$ cat src/rtl/multicycle_control_fsm.sv
// Multicycle MIPS control unit: sequences fetch/decode/execute/memory/writeback
// for the shared datapath and counts retired instructions.
module multicycle_control_fsm #(
  parameter int CNT_W = 32
) (
  input  logic             clk,
  input  logic             reset,
  input  logic             run,
  input  logic [5:0]       opcode_reg,
  input  logic             zero,
  input  logic             mem_ready,
  output logic             mem_req,
  output logic             IorD,
  output logic             MemWrite,
  output logic             IRWrite,
  output logic             PCWrite,
  output logic [1:0]       PCSrc,
  output logic             ALUSrcA,
  output logic [1:0]       ALUSrcB,
  output logic             alu_force_add,
  output logic             RegWrite,
  output logic [1:0]       RegDst,
  output logic [1:0]       MemtoReg,
  output logic             illegal_instr,
  output logic [3:0]       state,
  output logic [CNT_W-1:0] retired_count
);

  typedef enum logic [3:0] {
    FETCH    = 4'd0,  DECODE  = 4'd1,  MEMADR = 4'd2,  MEMREAD = 4'd3,
    MEMWB    = 4'd4,  MEMWRITE = 4'd5, EXECUTE = 4'd6, ALUWB  = 4'd7,
    BRANCH   = 4'd8,  IEXEC   = 4'd9,  IWB    = 4'd10, JUMP    = 4'd11,
    HALT     = 4'd12
  } state_t;

  typedef struct packed {
    logic       mem_req;
    logic       iord;
    logic       mem_write;
    logic       pc_write;
    logic [1:0] pc_src;
    logic       alu_src_a;
    logic [1:0] alu_src_b;
    logic       force_add;
    logic       reg_write;
    logic [1:0] reg_dst;
    logic [1:0] mem_to_reg;
    logic       fetch;
    logic       branch;
    logic       bne;
  } ctrl_t;

  state_t             state_r;
  state_t             next_s;
  ctrl_t              ctrl_r;
  logic               illegal_r;
  logic [CNT_W-1:0]   count_r;
  logic               retire_s;
  logic               go_s;

  // Moore control word for a state; opcode only refines BRANCH and JUMP.
  function automatic ctrl_t decode(input state_t s, input logic [5:0] op);
    ctrl_t c;
    c = '0;
    case (s)
      FETCH:    begin c.fetch = 1'b1; c.alu_src_b = 2'b01; c.force_add = 1'b1; end
      DECODE:   begin c.alu_src_b = 2'b11; c.force_add = 1'b1; end
      MEMADR:   begin c.alu_src_a = 1'b1; c.alu_src_b = 2'b10; c.force_add = 1'b1; end
      MEMREAD:  begin c.mem_req = 1'b1; c.iord = 1'b1; end
      MEMWB:    begin c.reg_write = 1'b1; c.mem_to_reg = 2'b01; end
      MEMWRITE: begin c.mem_req = 1'b1; c.iord = 1'b1; c.mem_write = 1'b1; end
      EXECUTE:  begin c.alu_src_a = 1'b1; end
      ALUWB:    begin c.reg_write = 1'b1; c.reg_dst = 2'b01; end
      BRANCH:   begin
        c.alu_src_a = 1'b1; c.pc_src = 2'b01; c.branch = 1'b1; c.bne = (op == 6'h05);
      end
      IEXEC:    begin c.alu_src_a = 1'b1; c.alu_src_b = 2'b10; end
      IWB:      begin c.reg_write = 1'b1; end
      JUMP:     begin
        c.pc_write = 1'b1; c.pc_src = 2'b10;
        if (op == 6'h03) begin
          c.reg_write = 1'b1; c.reg_dst = 2'b10; c.mem_to_reg = 2'b10;
        end else begin
          c.reg_write = 1'b0;
        end
      end
      default:  c = '0;
    endcase
    return c;
  endfunction

  // Next-state selection.
  always_comb begin
    next_s = FETCH;
    case (state_r)
      FETCH:    next_s = (run && mem_ready) ? DECODE : FETCH;
      DECODE: begin
        case (opcode_reg)
          6'h00:                      next_s = EXECUTE;
          6'h23, 6'h2B:               next_s = MEMADR;
          6'h04, 6'h05:               next_s = BRANCH;
          6'h08, 6'h0C, 6'h0D, 6'h0F: next_s = IEXEC;
          6'h02, 6'h03:               next_s = JUMP;
          default:                    next_s = HALT;
        endcase
      end
      MEMADR:   next_s = (opcode_reg == 6'h2B) ? MEMWRITE : MEMREAD;
      MEMREAD:  next_s = mem_ready ? MEMWB : MEMREAD;
      MEMWB:    next_s = FETCH;
      MEMWRITE: next_s = mem_ready ? FETCH : MEMWRITE;
      EXECUTE:  next_s = ALUWB;
      ALUWB:    next_s = FETCH;
      BRANCH:   next_s = FETCH;
      IEXEC:    next_s = IWB;
      IWB:      next_s = FETCH;
      JUMP:     next_s = FETCH;
      HALT:     next_s = HALT;
      default:  next_s = FETCH;
    endcase
  end

  // An instruction retires when a final state hands back to FETCH.
  always_comb begin
    retire_s = 1'b0;
    case (state_r)
      MEMWB, MEMWRITE, ALUWB, BRANCH, IWB, JUMP: retire_s = (next_s == FETCH);
      default:                                   retire_s = 1'b0;
    endcase
  end

  // State, registered control word, sticky illegal flag and retire counter.
  always_ff @(posedge clk or negedge reset) begin
    if (!reset) begin
      state_r   <= FETCH;
      ctrl_r    <= decode(FETCH, 6'h00);
      illegal_r <= 1'b0;
      count_r   <= '0;
    end else begin
      state_r   <= next_s;
      ctrl_r    <= decode(next_s, opcode_reg);
      illegal_r <= illegal_r | (next_s == HALT);
      if (retire_s) begin
        count_r <= count_r + {{(CNT_W-1){1'b0}}, 1'b1};
      end else begin
        count_r <= count_r;
      end
    end
  end

  // Qualifiers that depend on this cycle's handshake and zero flag; reset masks all controls.
  assign go_s          = ctrl_r.fetch & run & mem_ready;
  assign mem_req       = reset & (ctrl_r.mem_req | (ctrl_r.fetch & run));
  assign IorD          = reset & ctrl_r.iord;
  assign MemWrite      = reset & ctrl_r.mem_write;
  assign IRWrite       = reset & go_s;
  assign PCWrite       = reset & (ctrl_r.pc_write | go_s | (ctrl_r.branch & (zero ^ ctrl_r.bne)));
  assign PCSrc         = {2{reset}} & ctrl_r.pc_src;
  assign ALUSrcA       = reset & ctrl_r.alu_src_a;
  assign ALUSrcB       = {2{reset}} & ctrl_r.alu_src_b;
  assign alu_force_add = reset & ctrl_r.force_add;
  assign RegWrite      = reset & ctrl_r.reg_write;
  assign RegDst        = {2{reset}} & ctrl_r.reg_dst;
  assign MemtoReg      = {2{reset}} & ctrl_r.mem_to_reg;
  assign illegal_instr = illegal_r;
  assign state         = state_r;
  assign retired_count = count_r;

endmodule

$ cat config.mk
export PLATFORM = sky130hd
export DESIGN_NAME = multicycle_control_fsm
export DESIGN_NICKNAME = d
export VERILOG_FILES = /design/src/rtl/multicycle_control_fsm.sv
export SDC_FILE = /design/constraint.sdc
export NUM_CORES = 1
export LEC_CHECK = 0
export BUFFER_PORTS_ARGS = -buffer_cell sky130_fd_sc_hd__buf_2
export CORE_UTILIZATION = 45
export CTS_BUF_LIST = sky130_fd_sc_hd__clkbuf_16
export CTS_CLUSTER_SIZE = 14
export DETAILED_ROUTE_END_ITERATION = 7
export PLACE_DENSITY_LB_ADDON = 0.2
export SLEW_MARGIN = 20
export SYNTH_ARGS = -nofsm -noshare
export SYNTH_HDL_FRONTEND = slang
export SYNTH_SLANG_ARGS = --single-unit
$ cat constraint.sdc
create_clock -name clk -period 2.7 [get_ports clk]
set_input_delay 0 -clock clk [delete_from_list [all_inputs] [get_ports clk]]
set_output_delay 0 -clock clk [all_outputs]
set_load 0.005 [all_outputs]
==> results.py, run 1 <==
metrics = {
    "cells_and_area": {
        "layout_commonest_cell": "buf_2",
        "n_antenna_cell": 0,
        "finalNetCount": 351,
        "mostFrequentLayoutCells": "buf_2, dfrtp_1",
        "areaGrowthSynthToFinish_pct": 20.1,
        "utilization": 0.560,
        "stdcell_count": 415,
        "drive_gt1_frac": 0.268,
    },
    "worst_setup_path": {
        "cpPeakStageDelay_ns": 0.57,
        "reg2reg_to": "retired_count[28]",
        "crit_fanout": 17,
        "crit_chain": "and4b_1 > o31a_1 > a211o_1 > nor4_1 > xor2_1",
        "worstSetupEndpointType": "flop",
        "worst_setup_path_start_kind": "flop",
        "r2r_slack_ns": 0.23,
        "cp.arrival_ns": 2.67,
        "critical_path_buf_inv_count": 0,
        "crit_path_top_delay_cell": "dfrtp_1",
        "crit_type": "reg -> reg",
        "worstPathRequired_ns": 2.90,
        "startpoint": "state[2]",
        "r2r_start": "state[2]",
        "cpLargestDelayFamily": "compound AO/OA/AOI/OAI gates",
        "reg2reg_depth": 5,
    },
    "placed_design": {
        "place_hpwl_mm": 4.49,
        "placed_cells": 405,
        "gp_congestion": 0.879,
        "numPortBuffers": 63,
        "preCtsSetupSlack_ns": 0.343,
    },
    "power": {
        "p_leak_nw": 1.63,
        "ir_drop_mv": 0.466,
        "cellPowerDensity_nw_per_um2": 712,
        "finalPower_mw": 2.35,
    },
    "synthesis": {
        "ys_warn_count": 0,
        "postSynth.topFlopCell": "dfrtp_1",
        "syn_avg_cell_area_um2": 10.0,
        "yosysUniqueCellTypes": 56,
        "synth_edf_count": 0,
        "synth_area_um2": 2750,
        "yosysTopAreaCell": "dfrtp_1",
        "syn_nets": 286,
        "synth.area.top_cells": "dfrtp_1, xnor2_1, xor2_1",
        "syn_inst": 274,
        "ys_async_sr_fraction": 1.00,
        "yosysTopAreaCellShare": 0.447,
        "synth-seq-cells": 52,
        "yosysSeqAreaShare": 0.475,
    },
    "clock_tree": {
        "ctsResizeCount": 0,
        "cts_tree": "built",
        "clk_latency_ns": 0.29,
        "hold_buffers": 2,
        "post_cts_buffers": 0,
        "clockRootBuffer": "clkbuf_16",
        "clock_path_buffers": 2,
        "cts_buffers": 5,
        "clk_pin_slew_ns": 0.07,
        "h-tree-depth": 2,
        "cts.sink_count": 52,
    },
    "run": {
        "drv_cap": 0,
    },
    "floorplan": {
        "dieWidth_um": 80.1,
        "io_pins": 64,
        "rows": 28,
        "start_util": 0.466,
        "fp.coreArea_um2": 5890,
        "die_h_um": 80.1,
        "fp.dieArea_um2": 6420,
    },
    "routing": {
        "via_per_inst": 5.54,
        "firstDrtPassIters": 4,
        "drc": 0,
        "ant_nets": 0,
        "drt_iter0_drc": 139,
        "vias": 2298,
        "finalWirelength_mm": 6.23,
        "wl_per_cell_um": 15.0,
    },
    "sta": {
        "finalCriticalPeriod_ns": 2.47,
        "setup_tns_ns": 0,
        "fin_crit_sh": 0.916,
        "max-slew-margin-rel": 0.621,
        "clock-skew-final_ns": 0.00562,
        "hold_viol_final": 0,
        "fmax_mhz": 404,
        "setup_viol": 0,
        "setup_ws_ns": 0.227,
        "tightest_slew_ns": 0.564,
        "final_max_slew_viol_count": 0,
        "rsz0062_at_grt": "no",
    },
    "grt": {
        "grtUsageTotal": 0.201,
        "antenna_found_initial": 0,
        "grt_pass1_vias": 2012,
        "grt-ovfl-total": 0,
        "grt_pass1_wl_mm": 9.87,
        "grt_max_degree": 39,
    },
    "worst_hold_path": {
        "min_to": "ctrl_r[0]",
        "min_from": "opcode_reg[1]",
        "whs_path_depth": 4,
        "hp-class": "in -> reg",
    },
    "status": {
        "status": "completed",
    },
}
## worst min-delay path, cell delays in order
cell	delay (ns)
buf_2	0.13
nor2_1	0.07
nand3_1	0.08
nor4_1	0.05
## worst max path at each step
stage | endpoint | slack, ns | cells after the start
finish | retired_count[28] | 0.23 | 5
global route | retired_count[28] | 0.13 | 5
CTS | retired_count[28] | 0.24 | 5
detailed placement | ctrl_r[10] | 0.34 | 5
global placement | ctrl_r[10] | 0.39 | 5
floorplan | ctrl_r[10] | 0.48 | 6
## layer usage
layer,vias up,track usage,part of all wire
met5,-,0,0
met4,0,0.0714,0.017
met3,10,0.0386,0.045
met2,70,0.291,0.44
met1,1102,0.299,0.50
li1,1116,-,-
## final cells by class
cell class                      instances  area (um^2)
Clock inverter                          3         18.8
Clock buffer                            5          125
Inverter                               11         42.5
Multi-Input combinational cell        197         1330
Fill cell                             564         2590
Timing Repair Buffer                   72          388
Tap cell                               75         93.8
Sequential cell                        52         1310
## kinds of logic (layout without fill, tap and decap cells)
kind of cell             after synthesis  after routing  share of synthesized area
AND/OR/NAND/NOR                      132            132                      0.285
AO/OA/AOI/OAI                         31             31                     0.0866
buffers and inverters                 25             91                     0.0419
flip-flops                            52             52                      0.475
multiplexers                           1              1                    0.00410
adder cells (fa/ha/maj)                1              1                    0.00456
XOR/XNOR                              32             32                      0.102
## cell usage after synthesis, drive strengths merged, types with 2 or more instances
| cell type | instances |
|---|---|
| nor4 | 10 |
| a21oi | 4 |
| or3 | 3 |
| and2 | 16 |
| a211oi | 2 |
| a2111oi | 2 |
| nand3 | 13 |
| and3 | 5 |
| dfrtp | 49 |
| clkbuf | 6 |
| o211ai | 2 |
| or2 | 2 |
| nand4 | 16 |
| o21ai | 4 |
| o31a | 3 |
| nor4bb | 2 |
| nand2 | 14 |
| nor2 | 10 |
| xor2 | 16 |
| nand2b | 5 |
| and4bb | 2 |
| buf | 8 |
| a211o | 2 |
| nor3 | 16 |
| a31oi | 2 |
| nor2b | 6 |
| o31ai | 3 |
| xnor2 | 16 |
| inv | 10 |
| nor3b | 2 |
| dfstp | 3 |
| and4 | 2 |
| nor4b | 2 |
## sequential cells by signal, summed over array words and instances, names as in the netlist
register,flops
retired_count,32
ctrl_r,15
illegal_instr,1
state,4
## metrics by stage
| stage | cell area [um^2] | hold slack (ns) |
|---|---|---|
| 4_1_cts | 3300 | 0.0815 |
| 6_report | 3300 | 0.0865 |
| 2_1_floorplan | 2750 | -0.296 |
| 3_5_place_dp | 3130 | -0.0198 |
| 3_3_place_gp | 3130 | -0.0334 |
| 5_1_grt | 3300 | 0.111 |
## report_power, final
part	internal, mW	switching, mW	leakage (nW)
combinational	0.300	0.406	0.882
sequential	0.909	0.112	0.680
clock	0.340	0.282	0.0635
No activity file was read; power rests on OpenSTA's default activity.
==> inputs of run 2 (changes only) <==
--- a/config.mk
+++ b/config.mk
@@ -7,7 +7,6 @@
 export LEC_CHECK = 0
 export BUFFER_PORTS_ARGS = -buffer_cell sky130_fd_sc_hd__buf_2
 export CORE_UTILIZATION = 45
-export CTS_BUF_LIST = sky130_fd_sc_hd__clkbuf_16
 export CTS_CLUSTER_SIZE = 14
 export DETAILED_ROUTE_END_ITERATION = 7
 export PLACE_DENSITY_LB_ADDON = 0.2
==> run 2 against run 1 <==
Against the previous run: global-route usage shrank 0.15 points; setup slack better by 0.065 ns; highest routed layer unchanged; sequential power is essentially flat; total power down 6.7%; combinational power is essentially flat; maximum frequency up 2.7%; critical path type unchanged; die area did not move; final area fell by 1.4%; critical path depth grew 1; clock skew increased by 0.0020 ns.
==> results.py, run 2 (synthesis gave the netlist of run 1 again) <==
metrics = {
    "placed_design": {
        "gp_congestion": 0.879,
        "numPortBuffers": 63,
        "placed_area_um2": 3130,
        "place_hpwl_mm": 4.49,
    },
    "cells_and_area": {
        "n_antenna_cell": 0,
        "largest_reg_flops": 32,
        "finalNetCount": 351,
        "mostFrequentLayoutCells": "buf_2, dfrtp_1",
        "layout_commonest_cell": "buf_2",
        "areaGrowthSynthToFinish_pct": 18.5,
        "fin_area_um2": 3250,
        "drive_gt1_frac": 0.271,
        "utilization": 0.553,
    },
    "power": {
        "p_sw_frac": 0.354,
        "seq_power_share": 0.465,
        "combPwrFrac": 0.323,
        "switchingPower_mw": 0.776,
        "p_clk_frac": 0.212,
        "finalPower_mw": 2.19,
        "cellPowerDensity_nw_per_um2": 674,
        "p_leak_nw": 1.61,
        "ir_drop_mv": 0.460,
        "p_int_mw": 1.42,
    },
    "worst_setup_path": {
        "crit_fanout": 14,
        "crit_type": "reg -> reg",
        "crit_path_top_delay_cell": "or4b_4",
        "worst_setup_path_start_kind": "flop",
        "cpPeakStageDelay_ns": 0.60,
        "cp.arrival_ns": 2.60,
        "worstPathRequired_ns": 2.89,
        "worstSetupEndpointType": "flop",
        "crit_chain": "or4b_4 > or3_1 > o32a_1 > clkinv_2 > o21ai_1 > nor4b_1",
        "r2r_slack_ns": 0.29,
    },
    "grt": {
        "grt_pass1_wl_mm": 9.84,
        "grt-ovfl-total": 0,
        "grt_pass1_vias": 2031,
        "met3_usage": 0.0409,
        "met2_usage": 0.291,
        "grtUsageTotal": 0.200,
        "grt_use_met1": 0.297,
        "antenna_found_initial": 0,
        "grt_max_degree": 39,
        "grt_busiest_layer": "met1",
    },
    "routing": {
        "finalWirelength_mm": 6.16,
        "via_per_inst": 5.44,
        "ant_nets": 0,
        "drt_iter0_drc": 136,
        "wl_per_cell_um": 14.8,
        "drc": 0,
        "firstDrtPassIters": 4,
        "vias": 2258,
    },
    "floorplan": {
        "dieWidth_um": 80.1,
        "fp.coreArea_um2": 5890,
        "die_h_um": 80.1,
        "fp.dieArea_um2": 6420,
        "rows": 28,
        "start_util": 0.466,
        "io_pins": 64,
    },
    "clock_tree": {
        "cts_buffers": 5,
        "ctsResizeCount": 0,
        "cts.sink_count": 52,
        "clockRootBuffer": "clkbuf_8",
        "clock_path_buffers": 2,
        "post_cts_buffers": 0,
        "clk_pin_slew_ns": 0.09,
        "clk_latency_ns": 0.30,
        "cts_tree": "built",
        "hold_buffers": 2,
        "h-tree-depth": 2,
    },
    "status": {
        "status": "completed",
    },
    "sta": {
        "tightest_slew_ns": 0.550,
        "fmax_mhz": 415,
        "hold_viol_final": 0,
        "rsz0062_at_grt": "no",
        "final_max_slew_viol_count": 0,
        "finalCriticalPeriod_ns": 2.41,
        "setup_viol": 0,
        "fin_crit_sh": 0.892,
        "max-slew-margin-rel": 0.631,
        "clock-skew-final_ns": 0.00765,
        "setup_tns_ns": 0,
    },
    "run": {
        "drv_cap": 0,
    },
    "worst_hold_path": {
        "hp-class": "in -> reg",
    },
}
[run 2: routing by layer]
metal,up-vias,share of wire
li1,1110,-
met1,1085,0.50
met2,53,0.45
met3,10,0.039
met4,0,0.014
met5,-,0
[run 2: path summary, 6_finish.rpt]
kind	start	end	depth (start not counted)
max	state[2]	ctrl_r[4]	6
min	opcode_reg[1]	ctrl_r[0]	4
max reg2reg	state[2]	ctrl_r[4]	6
min reg2reg	retired_count[31]	retired_count[31]	1
max in group asynchronous	reset	ctrl_r[9]	3
min in group asynchronous	reset	ctrl_r[16]	2
[run 2: layout make-up]
class,count,area [um^2]
fill,578,2630
multi-input combinational,197,1330
sequential,52,1310
timing repair buffer,72,388
tap,75,93.8
clock buffer,6,82.6
inverter,11,42.5
clock inverter,2,15.0
[run 2: worst max-delay path: cells and delay by family, from the launching register on]
kind | cells | cell delay, ns
simple gates | 3 | 1.20
flops | 1 | 0.53
compound gates | 2 | 0.48
buf+inv | 1 | 0.11
[run 2: power by group through the flow]
stage | Clock (mW) | Combinational [mW] | Sequential, mW
finish | 0.465 | 0.708 | 1.02
global route | 0.510 | 0.786 | 1.04
CTS | 0.478 | 0.711 | 1.02
detailed placement | 0 | 0.706 | 1.03
global placement | 0 | 0.699 | 1.03
floorplan | 0 | 0.511 | 0.998
[run 2: per-stage QoR]
stage / cells / hold slack (ns) / worst slack [ns]
final: 415 / 0.0731 / 0.292
after global routing: 415 / 0.0877 / 0.197
after CTS: 415 / 0.0616 / 0.324
after detailed placement: 405 / -0.0198 / 0.343
after global placement: 405 / -0.0334 / 0.390
after floorplan: 274 / -0.296 / 0.480
==> inputs of run 3 (changes only) <==
==> constraint.sdc (replaced) <==
create_clock -name clk -period 3 [get_ports clk]
set_input_delay 0 -clock clk [delete_from_list [all_inputs] [get_ports clk]]
set_output_delay 0 -clock clk [all_outputs]
set_load 0.005 [all_outputs]
==> run 3 against run 2 <==
Against the previous run: count of clock-buffer cells in the layout decreased by 1; sequential power decreased by 9%; clock power increased by 2%; largest cell class unchanged; combinational power decreased by 14%; maximum frequency decreased by 1.7%.
==> results.py, run 3 (synthesis gave the netlist of run 1 again) <==
metrics = {
    "sta": {
        "setup_tns_ns": 0,
        "max-slew-margin-rel": 0.495,
        "setup_ws_ns": 0.549,
        "finalCriticalPeriod_ns": 2.45,
        "setup_viol": 0,
        "fmax_mhz": 408,
        "rsz0062_at_grt": "no",
        "hold_viol_final": 0,
        "fin_crit_sh": 0.817,
        "final_max_slew_viol_count": 0,
        "clock-skew-final_ns": 0.00875,
        "tightest_slew_ns": 0.750,
        "holdWs_ns": 0.0887,
    },
    "clock_tree": {
        "ctsResizeCount": 0,
        "cts_buffers": 5,
        "clk_pin_slew_ns": 0.10,
        "cts_tree": "built",
        "cts.sink_count": 52,
        "clockRootBuffer": "clkbuf_8",
        "hold_buffers": 2,
        "h-tree-depth": 2,
        "post_cts_buffers": 0,
        "clock_path_buffers": 2,
        "clk_latency_ns": 0.30,
    },
    "run": {
        "drv_cap": 0,
    },
    "worst_setup_path": {
        "reg2reg_depth": 6,
        "worst_setup_path_start_kind": "flop",
        "crit_cells": 6,
        "cpLargestDelayFamily": "simple AND/OR/NAND/NOR gates",
        "crit_fanout": 14,
        "worstSetupEndpointType": "flop",
        "crit_chain": "or4b_4 > or3_1 > o32a_1 > clkinv_2 > o21ai_1 > nor4b_1",
        "worstPathRequired_ns": 3.18,
        "cpPeakStageDelay_ns": 0.60,
        "crit_type": "reg -> reg",
        "critical_path_buf_inv_count": 1,
        "cp.arrival_ns": 2.64,
        "crit_path_top_delay_cell": "or4b_4",
    },
    "cells_and_area": {
        "areaGrowthSynthToFinish_pct": 18.1,
        "finalNetCount": 348,
        "largest_reg_flops": 32,
        "mostFrequentLayoutCells": "buf_2, dfrtp_1",
        "layout_commonest_cell": "buf_2",
        "drive_gt1_frac": 0.264,
        "utilization": 0.551,
        "n_antenna_cell": 0,
    },
    "grt": {
        "grt_pass1_vias": 1980,
        "grt-ovfl-total": 0,
        "antenna_found_initial": 0,
        "grt_pass1_wl_mm": 9.74,
        "grtUsageTotal": 0.199,
        "grt_max_degree": 37,
    },
    "routing": {
        "drt_iter0_drc": 119,
        "via_per_inst": 5.47,
        "ant_nets": 0,
        "finalWirelength_mm": 5.91,
        "drc": 0,
        "firstDrtPassIters": 4,
        "wl_per_cell_um": 14.3,
        "vias": 2254,
    },
    "power": {
        "cellPowerDensity_nw_per_um2": 621,
        "ir_drop_mv": 0.456,
        "p_leak_nw": 1.60,
    },
    "floorplan": {
        "io_pins": 64,
        "rows": 28,
        "dieWidth_um": 80.1,
        "start_util": 0.466,
        "fp.dieArea_um2": 6420,
        "fp.coreArea_um2": 5890,
        "die_h_um": 80.1,
    },
    "placed_design": {
        "gp_congestion": 0.829,
        "preCtsSetupSlack_ns": 0.608,
        "numPortBuffers": 63,
        "place_hpwl_mm": 4.31,
    },
    "worst_hold_path": {
        "whs_path_depth": 4,
        "hp-class": "in -> reg",
    },
    "status": {
        "status": "completed",
    },
}
[run 3: changes by cell type in the layout (fill, tap and decap cells not counted)]
cell	delta
clkinv_2	+1
buf_4	-3
bufinv_16	+1
clkbuf_8	-1
clkinvlp_4	-1
[run 3: stage by stage]
stage          total power, mW  cells  cell area (um^2)
4_1_cts                   2.03    412              3240
5_1_grt                   2.15    412              3240
2_1_floorplan             1.36    274              2750
6_report                  2.01    412              3240
3_5_place_dp              1.55    402              3110
3_3_place_gp              1.54    402              3110
[run 3: report_power, final]
part / internal (mW) / total (mW) / switching [mW]
logic: 0.262 / 0.606 / 0.344
clock network: 0.247 / 0.476 / 0.229
registers: 0.817 / 0.931 / 0.114
total: 1.33 / 2.01 / 0.688
[run 3: layer usage]
layer  global-route usage  vias up  wire, um  part of all wire
li1                     -     1104         -                 -
met1                0.309     1095      3030              0.51
met2                0.283       50      2590              0.44
met3               0.0386        5       239             0.040
met4               0.0482        0        50            0.0085
met5                    0        -         0                 0
[run 3: worst paths after layout]
path | start | endpoint | slack [ns]
max | state[1] | ctrl_r[6] | 0.55
min | opcode_reg[1] | ctrl_r[0] | 0.09
max reg2reg | state[1] | ctrl_r[6] | 0.55
min reg2reg | retired_count[31] | retired_count[31] | 0.46
max in group asynchronous | reset | retired_count[25] | 1.90
min in group asynchronous | reset | state[1] | 0.26
[run 3: layout make-up]
| cell class | instances | area, um^2 |
|---|---|---|
| multi-input combinational | 197 | 1330 |
| fill | 570 | 2640 |
| tap | 75 | 93.8 |
| clock inverter | 3 | 42.5 |
| inverter | 11 | 42.5 |
| sequential | 52 | 1310 |
| clock buffer | 5 | 68.8 |
| timing repair buffer | 69 | 365 |
[run 3: worst min-delay path, cell delays in order]
cell and delay, ns:
buf_2 0.13, nor2_1 0.07, nand3_1 0.10, nor4_1 0.06
